==> src/rtl/bcd_arb_pkg.sv <==
// Shared state encoding and constants for the BCD converter arbiter.
package bcd_arb_pkg;

    typedef enum logic [0:0] {
        StIdle = 1'b0,
        StWait = 1'b1
    } arb_state_e;

    localparam int unsigned DefaultTimeoutCycles = 64;
    localparam int unsigned DefaultNumReq        = 4;
    localparam int unsigned DefaultIdWidth       = $clog2(DefaultNumReq);

    // Index width for a requester count; never below one bit.
    function automatic int unsigned id_width(input int unsigned num_req);
        return (num_req > 1) ? $clog2(num_req) : 1;
    endfunction

endpackage

==> src/rtl/rr_priority_picker.sv <==
// Combinational round-robin picker: first asserted request at or above ptr, wrapping upward.
module rr_priority_picker
    import bcd_arb_pkg::*;
#(
    parameter int unsigned NUM_REQ = DefaultNumReq,
    parameter int unsigned ID_W    = DefaultIdWidth
) (
    input  logic [NUM_REQ-1:0] req,
    input  logic [ID_W-1:0]    ptr,
    output logic [NUM_REQ-1:0] sel_onehot,
    output logic [ID_W-1:0]    sel_idx,
    output logic               any
);

    logic [ID_W-1:0] idx;

    always_comb begin
        sel_onehot = '0;
        sel_idx    = '0;
        any        = 1'b0;
        idx        = '0;
        for (int unsigned k = 0; k < NUM_REQ; k++) begin
            idx = ID_W'((32'(ptr) + k) % NUM_REQ);
            if (!any && req[idx]) begin
                any             = 1'b1;
                sel_idx         = idx;
                sel_onehot[idx] = 1'b1;
            end
        end
    end

endmodule

==> src/rtl/bcd_conv_arbiter.sv <==
// Round-robin scheduler sharing one binary-to-BCD converter among NUM_REQ requesters.
// Define BCD_ARB_TIMEOUT_EN to add a WAIT watchdog that answers with an error after TIMEOUT_CYCLES.
module bcd_conv_arbiter
    import bcd_arb_pkg::*;
#(
    parameter int unsigned NUM_REQ        = 4,
    parameter int unsigned DATA_WIDTH     = 8,
    parameter int unsigned NUM_DIGS       = 3,
    parameter int unsigned TIMEOUT_CYCLES = DefaultTimeoutCycles
) (
    input  logic                          clk,
    input  logic                          rst,
    input  logic [NUM_REQ-1:0]            req,
    input  logic [NUM_REQ*DATA_WIDTH-1:0] req_data,
    output logic [NUM_REQ-1:0]            gnt,
    output logic                          resp_valid,
    output logic [$clog2(NUM_REQ)-1:0]    resp_id,
    output logic [4*NUM_DIGS-1:0]         resp_digs,
    output logic                          resp_err,
    output logic                          conv_en,
    output logic [DATA_WIDTH-1:0]         conv_din,
    input  logic [4*NUM_DIGS-1:0]         conv_digs,
    input  logic                          conv_done
);

    localparam int unsigned IdW = id_width(NUM_REQ);

    if (NUM_REQ < 2) begin : g_chk_num_req
        $error("NUM_REQ must be at least 2");
    end
    if (TIMEOUT_CYCLES < 1) begin : g_chk_timeout
        $error("TIMEOUT_CYCLES must be at least 1");
    end

    arb_state_e              state_q, state_d;
    logic [IdW-1:0]          ptr_q, ptr_d;
    logic [IdW-1:0]          cur_id_q, cur_id_d;
    logic [NUM_REQ-1:0]      gnt_q, gnt_d;
    logic                    conv_en_q, conv_en_d;
    logic [DATA_WIDTH-1:0]   conv_din_q, conv_din_d;
    logic                    resp_valid_q, resp_valid_d;
    logic [IdW-1:0]          resp_id_q, resp_id_d;
    logic [4*NUM_DIGS-1:0]   resp_digs_q, resp_digs_d;
    logic [IdW-1:0]          next_ptr;

    logic [NUM_REQ-1:0]      pick_onehot;
    logic [IdW-1:0]          pick_idx;
    logic                    pick_any;

    rr_priority_picker #(
        .NUM_REQ (NUM_REQ),
        .ID_W    (IdW)
    ) u_picker (
        .req        (req),
        .ptr        (ptr_q),
        .sel_onehot (pick_onehot),
        .sel_idx    (pick_idx),
        .any        (pick_any)
    );

    assign next_ptr = (cur_id_q == IdW'(NUM_REQ - 1)) ? '0 : cur_id_q + 1'b1;

`ifdef BCD_ARB_TIMEOUT_EN
    localparam int unsigned CntW = (TIMEOUT_CYCLES > 1) ? $clog2(TIMEOUT_CYCLES) : 1;

    logic [CntW-1:0] cnt_q, cnt_d;
    logic            resp_err_q, resp_err_d;
`endif

    always_comb begin
        state_d      = state_q;
        ptr_d        = ptr_q;
        cur_id_d     = cur_id_q;
        gnt_d        = '0;
        conv_en_d    = 1'b0;
        conv_din_d   = conv_din_q;
        resp_valid_d = 1'b0;
        resp_id_d    = resp_id_q;
        resp_digs_d  = resp_digs_q;
`ifdef BCD_ARB_TIMEOUT_EN
        cnt_d        = cnt_q;
        resp_err_d   = 1'b0;
`endif
        case (state_q)
            StIdle: begin
                // conv_done seen here is stale and deliberately ignored.
                if (pick_any) begin
                    gnt_d     = pick_onehot;
                    conv_en_d = 1'b1;
                    cur_id_d  = pick_idx;
                    state_d   = StWait;
                    for (int i = 0; i < int'(NUM_REQ); i++) begin
                        if (pick_onehot[i]) begin
                            conv_din_d = req_data[i*DATA_WIDTH +: DATA_WIDTH];
                        end
                    end
`ifdef BCD_ARB_TIMEOUT_EN
                    cnt_d = '0;
`endif
                end
            end
            StWait: begin
                if (conv_done) begin
                    resp_valid_d = 1'b1;
                    resp_id_d    = cur_id_q;
                    resp_digs_d  = conv_digs;
                    ptr_d        = next_ptr;
                    state_d      = StIdle;
`ifdef BCD_ARB_TIMEOUT_EN
                end else if (cnt_q == CntW'(TIMEOUT_CYCLES - 1)) begin
                    resp_valid_d = 1'b1;
                    resp_err_d   = 1'b1;
                    resp_id_d    = cur_id_q;
                    resp_digs_d  = '1;
                    ptr_d        = next_ptr;
                    state_d      = StIdle;
                end else begin
                    cnt_d = cnt_q + 1'b1;
`endif
                end
            end
            default: state_d = StIdle;
        endcase
    end

    always_ff @(posedge clk or negedge rst) begin
        if (!rst) begin
            state_q      <= StIdle;
            ptr_q        <= '0;
            cur_id_q     <= '0;
            gnt_q        <= '0;
            conv_en_q    <= 1'b0;
            conv_din_q   <= '0;
            resp_valid_q <= 1'b0;
            resp_id_q    <= '0;
            resp_digs_q  <= '0;
        end else begin
            state_q      <= state_d;
            ptr_q        <= ptr_d;
            cur_id_q     <= cur_id_d;
            gnt_q        <= gnt_d;
            conv_en_q    <= conv_en_d;
            conv_din_q   <= conv_din_d;
            resp_valid_q <= resp_valid_d;
            resp_id_q    <= resp_id_d;
            resp_digs_q  <= resp_digs_d;
        end
    end

`ifdef BCD_ARB_TIMEOUT_EN
    always_ff @(posedge clk or negedge rst) begin
        if (!rst) begin
            cnt_q      <= '0;
            resp_err_q <= 1'b0;
        end else begin
            cnt_q      <= cnt_d;
            resp_err_q <= resp_err_d;
        end
    end

    assign resp_err = resp_err_q;
`else
    assign resp_err = 1'b0;
`endif

    assign gnt        = gnt_q;
    assign conv_en    = conv_en_q;
    assign conv_din   = conv_din_q;
    assign resp_valid = resp_valid_q;
    assign resp_id    = resp_id_q;
    assign resp_digs  = resp_digs_q;

endmodule
==> config.mk <==
export PLATFORM = sky130hd
export DESIGN_NAME = bcd_conv_arbiter
export DESIGN_NICKNAME = d
export VERILOG_FILES = /design/src/rtl/bcd_arb_pkg.sv /design/src/rtl/rr_priority_picker.sv /design/src/rtl/bcd_conv_arbiter.sv
export SDC_FILE = /design/constraint.sdc
export NUM_CORES = 1
export LEC_CHECK = 0
export CORE_MARGIN = 3
export CORE_UTILIZATION = 39
export DETAILED_ROUTE_END_ITERATION = 16
export PLACE_DENSITY_LB_ADDON = 0.2
export SKIP_LAST_GASP = 1
export SLEW_MARGIN = 20
export SYNTH_ARGS = -nofsm -noshare
export SYNTH_HDL_FRONTEND = slang
export SYNTH_SLANG_ARGS = --single-unit
==> constraint.sdc <==
create_clock -name clk -period 3.5 [get_ports clk]
set_input_delay 1.05 -clock clk [delete_from_list [all_inputs] [get_ports clk]]
set_output_delay 1.05 -clock clk [all_outputs]
set_load 0.005 [all_outputs]
**Word level (Yosys, flattened, before mapping)**

Index checks and enable logic that the tools add are counted.

- Register bits after elaboration: 33
- Bits in latches: 0
- Memory bits (writable): 0
- ROM bits: 0
- Bits of input ports: 51
- Output and inout port bits: 29
- Word-level logic and storage cells: 81
- Memories: 0

- Add/sub/neg operators: 4
- Multiply operators: 0
- Div/mod/pow operators: 0
- Order comparisons: 8
- Equal/unequal tests: 1
- Shift-type cells: 0
- Multiplexer cells: 41
- Bitwise gates (word level): 4
- Reductions and logical operators: 14

Operator list:

| cell | number |
|---|---|
| $mux 8 | 4 |
| $mux 4 | 6 |
| $mux 1 | 17 |
| $lt 2x3->1 const B | 4 |
| $or 4x4->4 | 3 |
| $mux 2 | 5 |
| $bmux 1 s2 | 4 |
| $demux 1 s2 | 4 |
| $ge 2x1->1 const B | 4 |
| $logic_and 1x1->1 | 7 |
| $add 2x1->2 const B | 2 |
| $add 2x2->2 const B | 2 |
| $reduce_and 2->1 | 2 |
| $reduce_bool 4->1 | 1 |
| $logic_not 1->1 | 3 |
| $reduce_and 3->1 | 1 |
| $eq 2x2->1 const B | 1 |
| $pmux 1 s2 | 1 |
| $not 1->1 | 1 |

**Depth between registers and ports, before layout**

- Depth after elaboration: 16
- Mapped depth: 13
- Mapped depth without buffers: 9

**Hierarchy**

Synthesis repeated with hierarchy kept, for this count alone.

- Cells, all modules: 168
- Area, all modules: 1923.1 um^2

Modules (own cells, without submodules):

| module | times used | cells an instance | area an instance (um^2) | sequential area each (um^2) |
|---|---|---|---|---|
| bcd_conv_arbiter | 1 | 123 | 1501.4 | 825.8 |
| rr_priority_picker | 1 | 45 | 421.7 | 0.0 |

**Worst setup path after synthesis**

OpenSTA, ideal clock, no wires.

- Path type: flip-flop to flip-flop
- From: reg ptr_q[0]
- To: reg conv_din_q[0] (netlist: conv_din[0])
- Arrival: 3.295 ns
- Data required time: 3.375 ns
- Path slack: 0.080 ns
- Cell stages (with the launch flop): 12
- Cell sequence: dfrtp_1 buf_2 inv_1 ha_1 buf_6 mux4_2 nor2b_2 a221oi_2 o2bb2ai_2 mux2_2 a221o_1 mux2_4

- Longest elaborated chain between the ends: 15
- Elaborated cells between the ends (all ways): 53
- Classes of those cells: add/sub: 3; order compare: 8; mux: 27; bitwise: 3; reduce/logical: 12

RTL lines:

| element | line | text |
|---|---|---|
| start, declared | bcd_conv_arbiter.sv:36 | `logic [IdW-1:0] ptr_q, ptr_d;` |
| start signal, assigned | bcd_conv_arbiter.sv:139 | `ptr_q <= ptr_d;` |
| branches (longest 15 deep; another with $lt 2x3->1) | - |  |
| end signal, assigned | bcd_conv_arbiter.sv:143 | `conv_din_q <= conv_din_d;` |
| end, declared | bcd_conv_arbiter.sv:40 | `logic [DATA_WIDTH-1:0] conv_din_q, conv_din_d;` |

Several ways; the timed one is not identified. The select of a mux whose other input is x is not followed.
A chain may end at the register's enable or synchronous reset.

**Final worst setup path**

- From: in req[1]
- To: reg conv_din_q[3] (netlist: conv_din[3])

- Longest elaborated chain between the ends: 15
- Elaborated cells between the ends (all ways): 30
- Classes of those cells: mux: 19; bitwise: 3; reduce/logical: 8

RTL lines:

| element | line | text |
|---|---|---|
| start, declared | bcd_conv_arbiter.sv:13 | `input logic [NUM_REQ-1:0] req,` |
| $bmux 1 s2 | rr_priority_picker.sv:24 | `if (!any && req[idx]) begin` |
| $mux 1 (implied by the code) | rr_priority_picker.sv:24 |  |
| $mux 1 | rr_priority_picker.sv:24 |  |
| $logic_not 1->1 | rr_priority_picker.sv:24 |  |
| $logic_and 1x1->1 | rr_priority_picker.sv:24 |  |
| $mux 1 | rr_priority_picker.sv:24 |  |
| $logic_not 1->1 | rr_priority_picker.sv:24 |  |
| $logic_and 1x1->1 | rr_priority_picker.sv:24 |  |
| $mux 1 | rr_priority_picker.sv:24 |  |
| $logic_not 1->1 | rr_priority_picker.sv:24 |  |
| $logic_and 1x1->1 | rr_priority_picker.sv:24 |  |
| $mux 4 | rr_priority_picker.sv:24 |  |
| $mux 8 (3 in series) | bcd_conv_arbiter.sv:93 | `if (pick_onehot[i]) begin` |

Parallel ways exist; a longest one is shown, timed or not. The select of a mux whose other input is x is not followed.

==> run metrics <==
status=completed; number of clock sinks seen by CTS=33; fraction of post-synthesis cell area in the top cell type by area=40.6%; count of routing violations after the opening detailed-route iteration=48; RSZ-0062 raised after global routing=false; register clock-pin slew on the reported worst setup and hold paths=0.06 ns; Max-Slew Margin vs Limit=58.7%; core outline area=0.00488 mm^2; Setup crit start kind=input pin; via count=1803; buffer cell driving the clock tree root=sky130_fd_sc_hd__clkbuf_8; count of flip-flops with a built-in enable after synthesis=0; biggest area contributors in the synthesized netlist=sky130_fd_sc_hd__dfrtp_1 (41%), sky130_fd_sc_hd__mux2_2 (12%), sky130_fd_sc_hd__mux2_4 (5.9%), sky130_fd_sc_hd__a221o_1 (4.9%), sky130_fd_sc_hd__ha_1 (3.7%); largest voltage drop on the vdd net=604 uV; number of global-route vias before repair=1848; share of synthesized area occupied by flip-flops and latches=40.6%; most area-hungry cell type in the Yosys netlist=sky130_fd_sc_hd__dfrtp_1; floorplan row count=25; remaining design rule violation count=0; clock latency on the worst-skew pair=0.28 ns; Mapped Avg Cell Area=11.6 um^2; Hold Crit Class=flop to flop; overall fraction of global-route tracks in use=18.3%; net total in the final layout=335; predominant post-synthesis flop cell=sky130_fd_sc_hd__dfrtp_1; source of the critical timing path=req[1]; top cells by instance count after synthesis=sky130_fd_sc_hd__dfrtp_1 (33), sky130_fd_sc_hd__mux2_2 (22), sky130_fd_sc_hd__a221o_1 (10); Data arrival, critical path=3.56 ns; list of cells traversed by the critical path=dlygate4sd2_1, buf_6, mux4_2, nor2b_4, a221oi_4, o2bb2ai_4, buf_6, buf_12, mux2_2, a221o_1, mux2_4; Worst Path Required=3.66 ns; Net Count, Synth=233; critical path's most frequent cell=sky130_fd_sc_hd__buf_6; critical path class=input pin to flop; Crit-path slowest cell=sky130_fd_sc_hd__mux4_2; count of pins over their slew limit=0; first-pass GRT wire length=8.95 mm; Mapped Cells=176; max incr delay on CP=0.57 ns; layout cells sized above 1=28.0%; highest net fanout along the worst path=12; synthesis-stage register bit count=33; number of search-and-repair iterations in the first detailed-routing pass=4; top-count cell post-synth=sky130_fd_sc_hd__dfrtp_1; Diodes inserted=0; endpoint of the worst setup timing path=conv_din[3]$_DFFE_PN0P_; Worst Skew=0.00335 ns; Pwr per Cell Area=806 mW/mm^2; initial core utilization=41.7%; IO Port Bufs=78; worst hold slack after final layout=0.505 ns; post-DR wirelength/cell=15.3 um; count of pins on the block boundary=80; period utilization=97.0%; RePlAce Congestion=0.802; cell area after technology mapping=0.00203 mm^2; CTS tree=done; Cells on Worst Hold Path=1; Hold-fix buffers, CTS=0; actual slew at the worst max-slew pin=0.618 ns; reg-to-reg critical path startpoint=ptr_q[0]$_DFFE_PN0P_; layout overhead on the synthesized area=60.1%; total count of hold-check failures in the final report=0; TNS Setup=0 ns; buffer levels on the longest clock path=2; Critical Path Sink Type=flop; post-DP HPWL=3.95 mm; H-tree Lvls=2; area enclosed by the die boundary=0.00612 mm^2; Die H=78.2 um; static power due to leakage=1.36 nW; time the final worst path needs with I/O delays and setup=3.40 ns; CTS Buf Count=5; endpoints failing setup=0; overall routed net length=5.31 mm; terminus of the critical flop-to-flop path=conv_din[3]$_DFFE_PN0P_; worst reg2reg setup slack=0.38 ns; share of flip-flops with an asynchronous set or reset after synthesis=100%; path depth of the worst reg2reg path=11; mean number of vias per cell=5.21; maximum number of pins on one net before global-route repair=34; reported max-cap violation count=0; die width=78.2 um; highest clock rate=0.294 GHz; number of antenna-violating nets in the routed design=0; initial antenna violation count=0; global-route congestion overflow total=0; Yosys warning total=0; number of distinct library cells after synthesis=48
final cells by class:
cell class | instances | area [um^2]
fillers | 404 | 1630
multi-input cells | 124 | 1160
repair buffers | 107 | 1080
flip-flops and latches | 33 | 826
well taps | 67 | 83.8
clock buffers | 8 | 80.1
inverters | 7 | 26.3
logic make-up (layout without fill, tap and decap cells):
group | Yosys count | count (layout) | share of synthesized area (%)
muxes | 34 | 34 | 22.1
buffers and inverters | 19 | 122 | 5.05
adders and majority gates | 6 | 6 | 3.69
AOI/OAI and AO/OA | 36 | 36 | 15.0
and+or+nand+nor | 47 | 47 | 13.4
DFF | 33 | 33 | 40.6
other | 1 | 1 | 0.184
placed cells by master (no fill, tap or decap), types with 3 or more instances in the layout:
cell type                         count
sky130_fd_sc_hd__a221o_1             10
sky130_fd_sc_hd__nor3b_1              8
sky130_fd_sc_hd__and2_1               3
sky130_fd_sc_hd__clkbuf_8             5
sky130_fd_sc_hd__buf_6                7
sky130_fd_sc_hd__nor2_1               6
sky130_fd_sc_hd__o21ai_0              6
sky130_fd_sc_hd__mux4_2               3
sky130_fd_sc_hd__dlygate4sd2_1        4
sky130_fd_sc_hd__a211oi_1             3
sky130_fd_sc_hd__ha_1                 6
sky130_fd_sc_hd__inv_1                7
sky130_fd_sc_hd__buf_4               18
sky130_fd_sc_hd__clkdlybuf4s50_1     74
sky130_fd_sc_hd__clkbuf_1             3
sky130_fd_sc_hd__a21oi_1              5
sky130_fd_sc_hd__mux2_2              22
sky130_fd_sc_hd__buf_12               3
sky130_fd_sc_hd__nand2_1              9
sky130_fd_sc_hd__dfrtp_1             33
sky130_fd_sc_hd__mux2_4               8
where the power goes:
group / internal (mW) / leakage, nW / switching (mW)
Combinational: 1.05 / 0.923 / 0.731
Clock: 0.141 / 0.0395 / 0.130
Sequential: 0.504 / 0.401 / 0.0655
Total: 1.69 / 1.36 / 0.927
critical path, delay by kind of cell:
kind	cells	cell delay [ns]
buf+inv	4	0.61
compound gates	3	0.55
mux	3	1.16
simple gates	1	0.18
sequential cells by signal (all words and copies together) (netlist names):
signal / cells
cur_id_q: 2
gnt: 4
conv_din: 8
conv_en: 1
state_q: 1
resp_id: 2
resp_digs: 12
ptr_q: 2
resp_valid: 1
per-stage QoR:
stage / total power [mW] / util, % / instance area (um^2) / setup WS, ns / cells
5_1_grt: 2.81 / 66.7 / 3250 / 0.0134 / 346
3_5_place_dp: 2.12 / 61.7 / 3010 / -0.454 / 329
4_1_cts: 2.63 / 66.7 / 3250 / 0.132 / 346
3_3_place_gp: 2.07 / 61.7 / 3010 / -0.336 / 329
6_report: 2.62 / 66.7 / 3250 / 0.104 / 346
2_1_floorplan: 1.53 / - / 2030 / 0.0805 / 176
per-layer routing:
layer | wire length [um] | track usage (%)
met1 | 2340 | 23.2
met2 | 2610 | 30.7
met3 | 267 | 3.67
met4 | 84 | 6.82
met5 | 0 | 0
timing repair:
action	4_1_cts	5_1_grt
buffers inserted	8	0
resized for setup	23	0
setup endpoints to repair	8	0
how the worst min path moves through the flow:
| stage | start | endpoint |
|---|---|---|
| floorplan | cur_id_q[1]$_DFFE_PN0P_ | cur_id_q[1]$_DFFE_PN0P_ |
| global placement | resp_digs[4]$_DFFE_PN0P_ | resp_digs[4]$_DFFE_PN0P_ |
| detailed placement | resp_digs[4]$_DFFE_PN0P_ | resp_digs[4]$_DFFE_PN0P_ |
| CTS | resp_digs[4]$_DFFE_PN0P_ | resp_digs[4]$_DFFE_PN0P_ |
| global route | resp_digs[2]$_DFFE_PN0P_ | resp_digs[2]$_DFFE_PN0P_ |
| finish | resp_digs[5]$_DFFE_PN0P_ | resp_digs[5]$_DFFE_PN0P_ |
Note: power is estimated with default switching activity, not from simulation.
==> patch 1 (same settings) <==
Change the parameter `NUM_REQ` from 4 to 8.
--- a/src/rtl/bcd_conv_arbiter.sv
+++ b/src/rtl/bcd_conv_arbiter.sv
@@ -3,7 +3,7 @@
 module bcd_conv_arbiter
     import bcd_arb_pkg::*;
 #(
-    parameter int unsigned NUM_REQ        = 4,
+    parameter int unsigned NUM_REQ        = 8,
     parameter int unsigned DATA_WIDTH     = 8,
     parameter int unsigned NUM_DIGS       = 3,
     parameter int unsigned TIMEOUT_CYCLES = DefaultTimeoutCycles
Ports: changed (resized gnt, req, req_data and resp_id); port bits go from 80 to 121. The function was not compared with the original's and may differ.
==> patch 1 against the original RTL <==
- the flow now finishes with violations (setup timing)
- non-clock buffer count grew 123
- final area up 88%
- clock power grew 42%
- first-iteration DRC count rose to 5.8 times the old value
- combinational power grew to 3.1 times the old value
- sequential cell count grew 7
- register-to-register slack lost 690 ps
- setup slack lost 500 ps
- area after synthesis rose by 85%
- critical path depth rose by 1
- wire length rose to 2.7 times the old value
- global-route usage is 7.7 points higher
- power grew to 2.5 times the old value
- critical endpoint is now conv_din[4]$_DFFE_PN0P_
==> patch 1: results (changes against the original RTL) <==
| Metric | Value |
|---|---|
| Final WL | 14,400 um (was 5310 um) |
| Max reg flops | 12 (unchanged) |
| Port bufs | 119 (was 78) |
| Vias per cell | 5.76 (was 5.21) |
| Delay-heaviest family, CP | compound AO/OA/AOI/OAI gates (was multiplexers) |
| Leak | 2.54 nW (was 1.36 nW) |
| Failing checks | setup timing |
| Maximum fanout along the worst path | 9 (was 12) |
| Layout Skew | 9.94 ps (was 3.35 ps) |
| Post-synth top cells | 42 x nand2_1, 40 x dfrtp_1, 33 x nor2_1 (was 33 x dfrtp_1, 22 x mux2_2, 10 x a221o_1) |
| Inst Count DP | 725 (was 329) |
| First-pass GRT wire length | 22,700 um (was 8950 um) |
| Vias in the first global route | 4,270 (was 1,848) |
| Flop-to-flop setup slack | -310 ps (was 380 ps) |
| VDD IR-drop max | 660 uV (was 604 uV) |
| Area contributors post-synth | dfrtp_1 27%, mux2_2 5.4%, mux4_2 5.4%, nand2_1 4.2%, nor2_1 3.3% (was dfrtp_1 41%, mux2_2 12%, mux2_4 5.9%, a221o_1 4.9%, ha_1 3.7%) |
| Fraction of layout cells with a size suffix above 1 | 36.0% (was 28.0%) |
| Maximum number of pins on one net before global-route repair | 41 (was 34) |
| CP Capture Point | conv_din[4]$_DFFE_PN0P_ (was conv_din[3]$_DFFE_PN0P_) |
| Count leader, synth | nand2_1 (was dfrtp_1) |
| WHS Path Cells | 2 (was 1) |
| Initial antenna violation count | 0 (unchanged) |
| Starting DRT DRC Count | 276 (was 48) |
| Setup violators final | 8 (was 0) |
| Fin Setup TNS | -3100 ps (was 0 ps) |
| Setup ws final | -400 ps (was 104 ps) |
| Placer Congestion | 0.953 (was 0.802) |
| WL/cell | 19.5 um (was 15.3 um) |
| Slew @ Worst Pin | 900 ps (was 618 ps) |
| Post-synthesis sequential area ratio | 26.7% (was 40.6%) |
| Syn nets | 494 (was 233) |
| Status | finished with violations (was completed) |
| Cell variety after synth | 74 (was 48) |
| Clock transition at path regs | 80 ps (was 60 ps) |
| Pre-CTS setup slack | -1310 ps (was -454 ps) |
| # fillers | 787 (was 404) |
| Syn Inst Count | 399 (was 176) |
| DR pass1 iterations | 6 (was 4) |
| GRT Total Usage | 25.9% (was 18.3%) |
| WP data arrival | 4070 ps (was 3560 ps) |
| Fin nets | 705 (was 335) |
-- patch 1: cell types whose count changed after synthesis, sizes merged, moves of 8 or more --
| cell | delta |
|---|---|
| a21oi | +10 |
| a31oi | +8 |
| and3 | +9 |
| buf | +12 |
| mux2i | +11 |
| nand2 | +34 |
| nand3 | +9 |
| nor2 | +26 |
| o21ai | +9 |
| o221a | +9 |
| o221ai | +9 |
| o22ai | +10 |
-- patch 1: kinds of logic (layout without fill, tap and decap cells) --
family | after synthesis | after routing | synth area share, %
compound gates | 113 | 114 | 25.4
other cells | 1 | 1 | 0.0999
simple gates | 145 | 145 | 20.1
flops | 40 | 40 | 26.7
fa+ha+maj | 8 | 8 | 2.67
mux | 53 | 53 | 18.7
xor+xnor | 4 | 4 | 1.33
buf+inv | 35 | 246 | 4.97
-- patch 1: area by class of cell --
type / instances / area [sq um] / share of cell area (%)
Tap cell: 129 / 161 / 2.65
Timing Repair Buffer: 230 / 2060 / 33.7
Multi-Input combinational cell: 325 / 2740 / 44.8
Inverter: 8 / 30.0 / 0.492
Clock buffer: 5 / 68.8 / 1.13
Sequential cell: 40 / 1000 / 16.4
Clock inverter: 3 / 46.3 / 0.759
-- patch 1: how the worst min path moves through the flow --
stage | from | endpoint | slack [ps]
after floorplan | cur_id_q[1]$_DFFE_PN0P_ | cur_id_q[1]$_DFFE_PN0P_ | 470
after global placement | resp_id[0]$_DFFE_PN0P_ | resp_id[0]$_DFFE_PN0P_ | 460
after detailed placement | resp_id[0]$_DFFE_PN0P_ | resp_id[0]$_DFFE_PN0P_ | 490
after CTS | resp_id[0]$_DFFE_PN0P_ | resp_id[0]$_DFFE_PN0P_ | 500
after global routing | resp_digs[3]$_DFFE_PN0P_ | resp_digs[3]$_DFFE_PN0P_ | 520
final | resp_id[0]$_DFFE_PN0P_ | resp_id[0]$_DFFE_PN0P_ | 500
-- patch 1: power breakdown --
group	switching [W]	total, W	internal, W	leakage, nW
Clock	0.000170	0.000385	0.000215	0.0548
Combinational	0.00279	0.00551	0.00272	1.99
Sequential	0.0000921	0.000709	0.000617	0.491
-- patch 1: routing by layer --
metal | up-vias | wire length [um] | GRT usage (%)
li1 | 1969 | - | -
met1 | 2036 | 5880 | 33.0
met2 | 222 | 7060 | 44.4
met3 | 33 | 1010 | 3.85
met4 | 0 | 484 | 9.97
met5 | - | 0 | 0
-- patch 1: metrics by stage --
step / area (sq um) / hold WS (ps)
CTS: 6060 / 504
detailed placement: 5780 / 486
floorplan: 3800 / 471
global route: 6100 / 523
finish: 6100 / 495
global placement: 5780 / 463
-- patch 1: timing repair --
item / CTS / global route
pin swaps: 11 / 5
resized for setup: 70 / 11
cloned: 1 / 0
setup endpoints to repair: 20 / 11
setup buffers: 5 / 1
==> patch 2 (same flow settings) <==
Made on the original files. `conv_din_q` no longer has a reset.
--- a/src/rtl/bcd_conv_arbiter.sv
+++ b/src/rtl/bcd_conv_arbiter.sv
@@ -130,7 +130,6 @@
             cur_id_q     <= '0;
             gnt_q        <= '0;
             conv_en_q    <= 1'b0;
-            conv_din_q   <= '0;
             resp_valid_q <= 1'b0;
             resp_id_q    <= '0;
             resp_digs_q  <= '0;
@@ -140,11 +139,14 @@
             cur_id_q     <= cur_id_d;
             gnt_q        <= gnt_d;
             conv_en_q    <= conv_en_d;
-            conv_din_q   <= conv_din_d;
             resp_valid_q <= resp_valid_d;
             resp_id_q    <= resp_id_d;
             resp_digs_q  <= resp_digs_d;
         end
+    end
+
+    always_ff @(posedge clk) begin
+        conv_din_q <= conv_din_d;
     end
 
 `ifdef BCD_ARB_TIMEOUT_EN
Behaviour: not the same (a bounded check fails within 4 cycles, from zero or initial values and one cycle with rst low).
==> patch 2 against the original RTL <==
- cell count is 2.3% lower
- wire length shrank 11%
- register-to-register slack better by 20 ps
- utilization is 5.8 points lower
- sequential power is 9.5% higher
- die area is 0.73% higher
- power is 16% lower
- final area fell by 8.1%
- sequential cell count did not move
- setup slack gained 210 ps
- via count fell by 7.2%
- worst hold slack worse by 1.3 ps
- area after synthesis grew 0.80%
==> patch 2: results (changes against the original RTL) <==
| Metric | Value |
|---|---|
| Hold Crit Start | resp_digs[10]$_DFFE_PN0P_ (was resp_digs[5]$_DFFE_PN0P_) |
| CP Capture Point | conv_din[6]$_DFFE_PP_ (was conv_din[3]$_DFFE_PN0P_) |
| Post-synth top cells | 25 x dfrtp_1, 23 x inv_1, 17 x mux2_2 (was 33 x dfrtp_1, 22 x mux2_2, 10 x a221o_1) |
| Fin nets | 327 (was 335) |
| Number of flops mapped to enable cells by yosys | 8 (was 0) |
| Post-synth ARST share | 75.8% (was 100%) |
| Worst Hold End | resp_digs[10]$_DFFE_PN0P_ (was resp_digs[5]$_DFFE_PN0P_) |
| Vias per cell | 4.95 (was 5.21) |
| Met2 WL | 2210 um (was 2610 um) |
| Vias in the first global route | 1,670 (was 1,848) |
| GRT Total Usage | 16.0% (was 18.3%) |
| DP Area | 2910 sq um (was 3010 sq um) |
| Post-synthesis sequential area ratio | 42.2% (was 40.6%) |
| Synth Area in Adders | 3.66% (was 3.69%) |
| First-pass GRT wire length | 7960 um (was 8950 um) |
| Placer Congestion | 0.750 (was 0.802) |
| Reg2reg path depth | 7 (was 11) |
| GRT met2 Usage | 25.3% (was 30.7%) |
| Status | completed (unchanged) |
| Syn nets | 245 (was 233) |
| Grt met3 use | 2.29% (was 3.67%) |
| Post-synthesis mux area share | 14.1% (was 22.1%) |
| Final WL | 4720 um (was 5310 um) |
| VDD IR-drop max | 408 uV (was 604 uV) |
| CP max stage delay | 500 ps (was 570 ps) |
| Cell variety after synth | 40 (was 48) |
| Rel. slew slack | 57.9% (was 58.7%) |
| Leak | 1.30 nW (was 1.36 nW) |
| Delay-heaviest family, CP | compound AO/OA/AOI/OAI gates (was multiplexers) |
| Starting DRT DRC Count | 52 (was 48) |
| Flop-to-flop setup slack | 400 ps (was 380 ps) |
| Maximum fanout along the worst path | 10 (was 12) |
| RR Startpoint | ptr_q[1]$_DFFE_PN0P_ (was ptr_q[0]$_DFFE_PN0P_) |
| WP data arrival | 3230 ps (was 3560 ps) |
| Fraction of layout cells with a size suffix above 1 | 22.5% (was 28.0%) |
| # fillers | 418 (was 404) |
[patch 2: layout make-up]
| type | count | area share [%] |
|---|---|---|
| tap | 67 | 2.80 |
| clock buffer | 6 | 2.43 |
| inverter | 23 | 2.89 |
| clock inverter | 2 | 0.335 |
| sequential | 33 | 29.0 |
| multi-input combinational | 118 | 33.7 |
| timing repair buffer | 89 | 28.9 |
[patch 2: where the power goes]
part | switching, W | internal, W | total (W)
combinational | 0.000622 | 0.000697 | 0.00132
clock | 0.000130 | 0.000138 | 0.000267
sequential | 0.0000669 | 0.000556 | 0.000623
[patch 2: through the flow]
stage / setup WS (ps) / power (W) / std cells / utilization [%]
final: 310 / 0.00221 / 338 / 60.9
after global routing: 190 / 0.00237 / 338 / 60.9
after CTS: 344 / 0.00222 / 338 / 60.9
after detailed placement: 45.6 / 0.00195 / 330 / 59.2
after global placement: 66.5 / 0.00193 / 330 / 59.2
after floorplan: 186 / 0.00155 / 188 / -
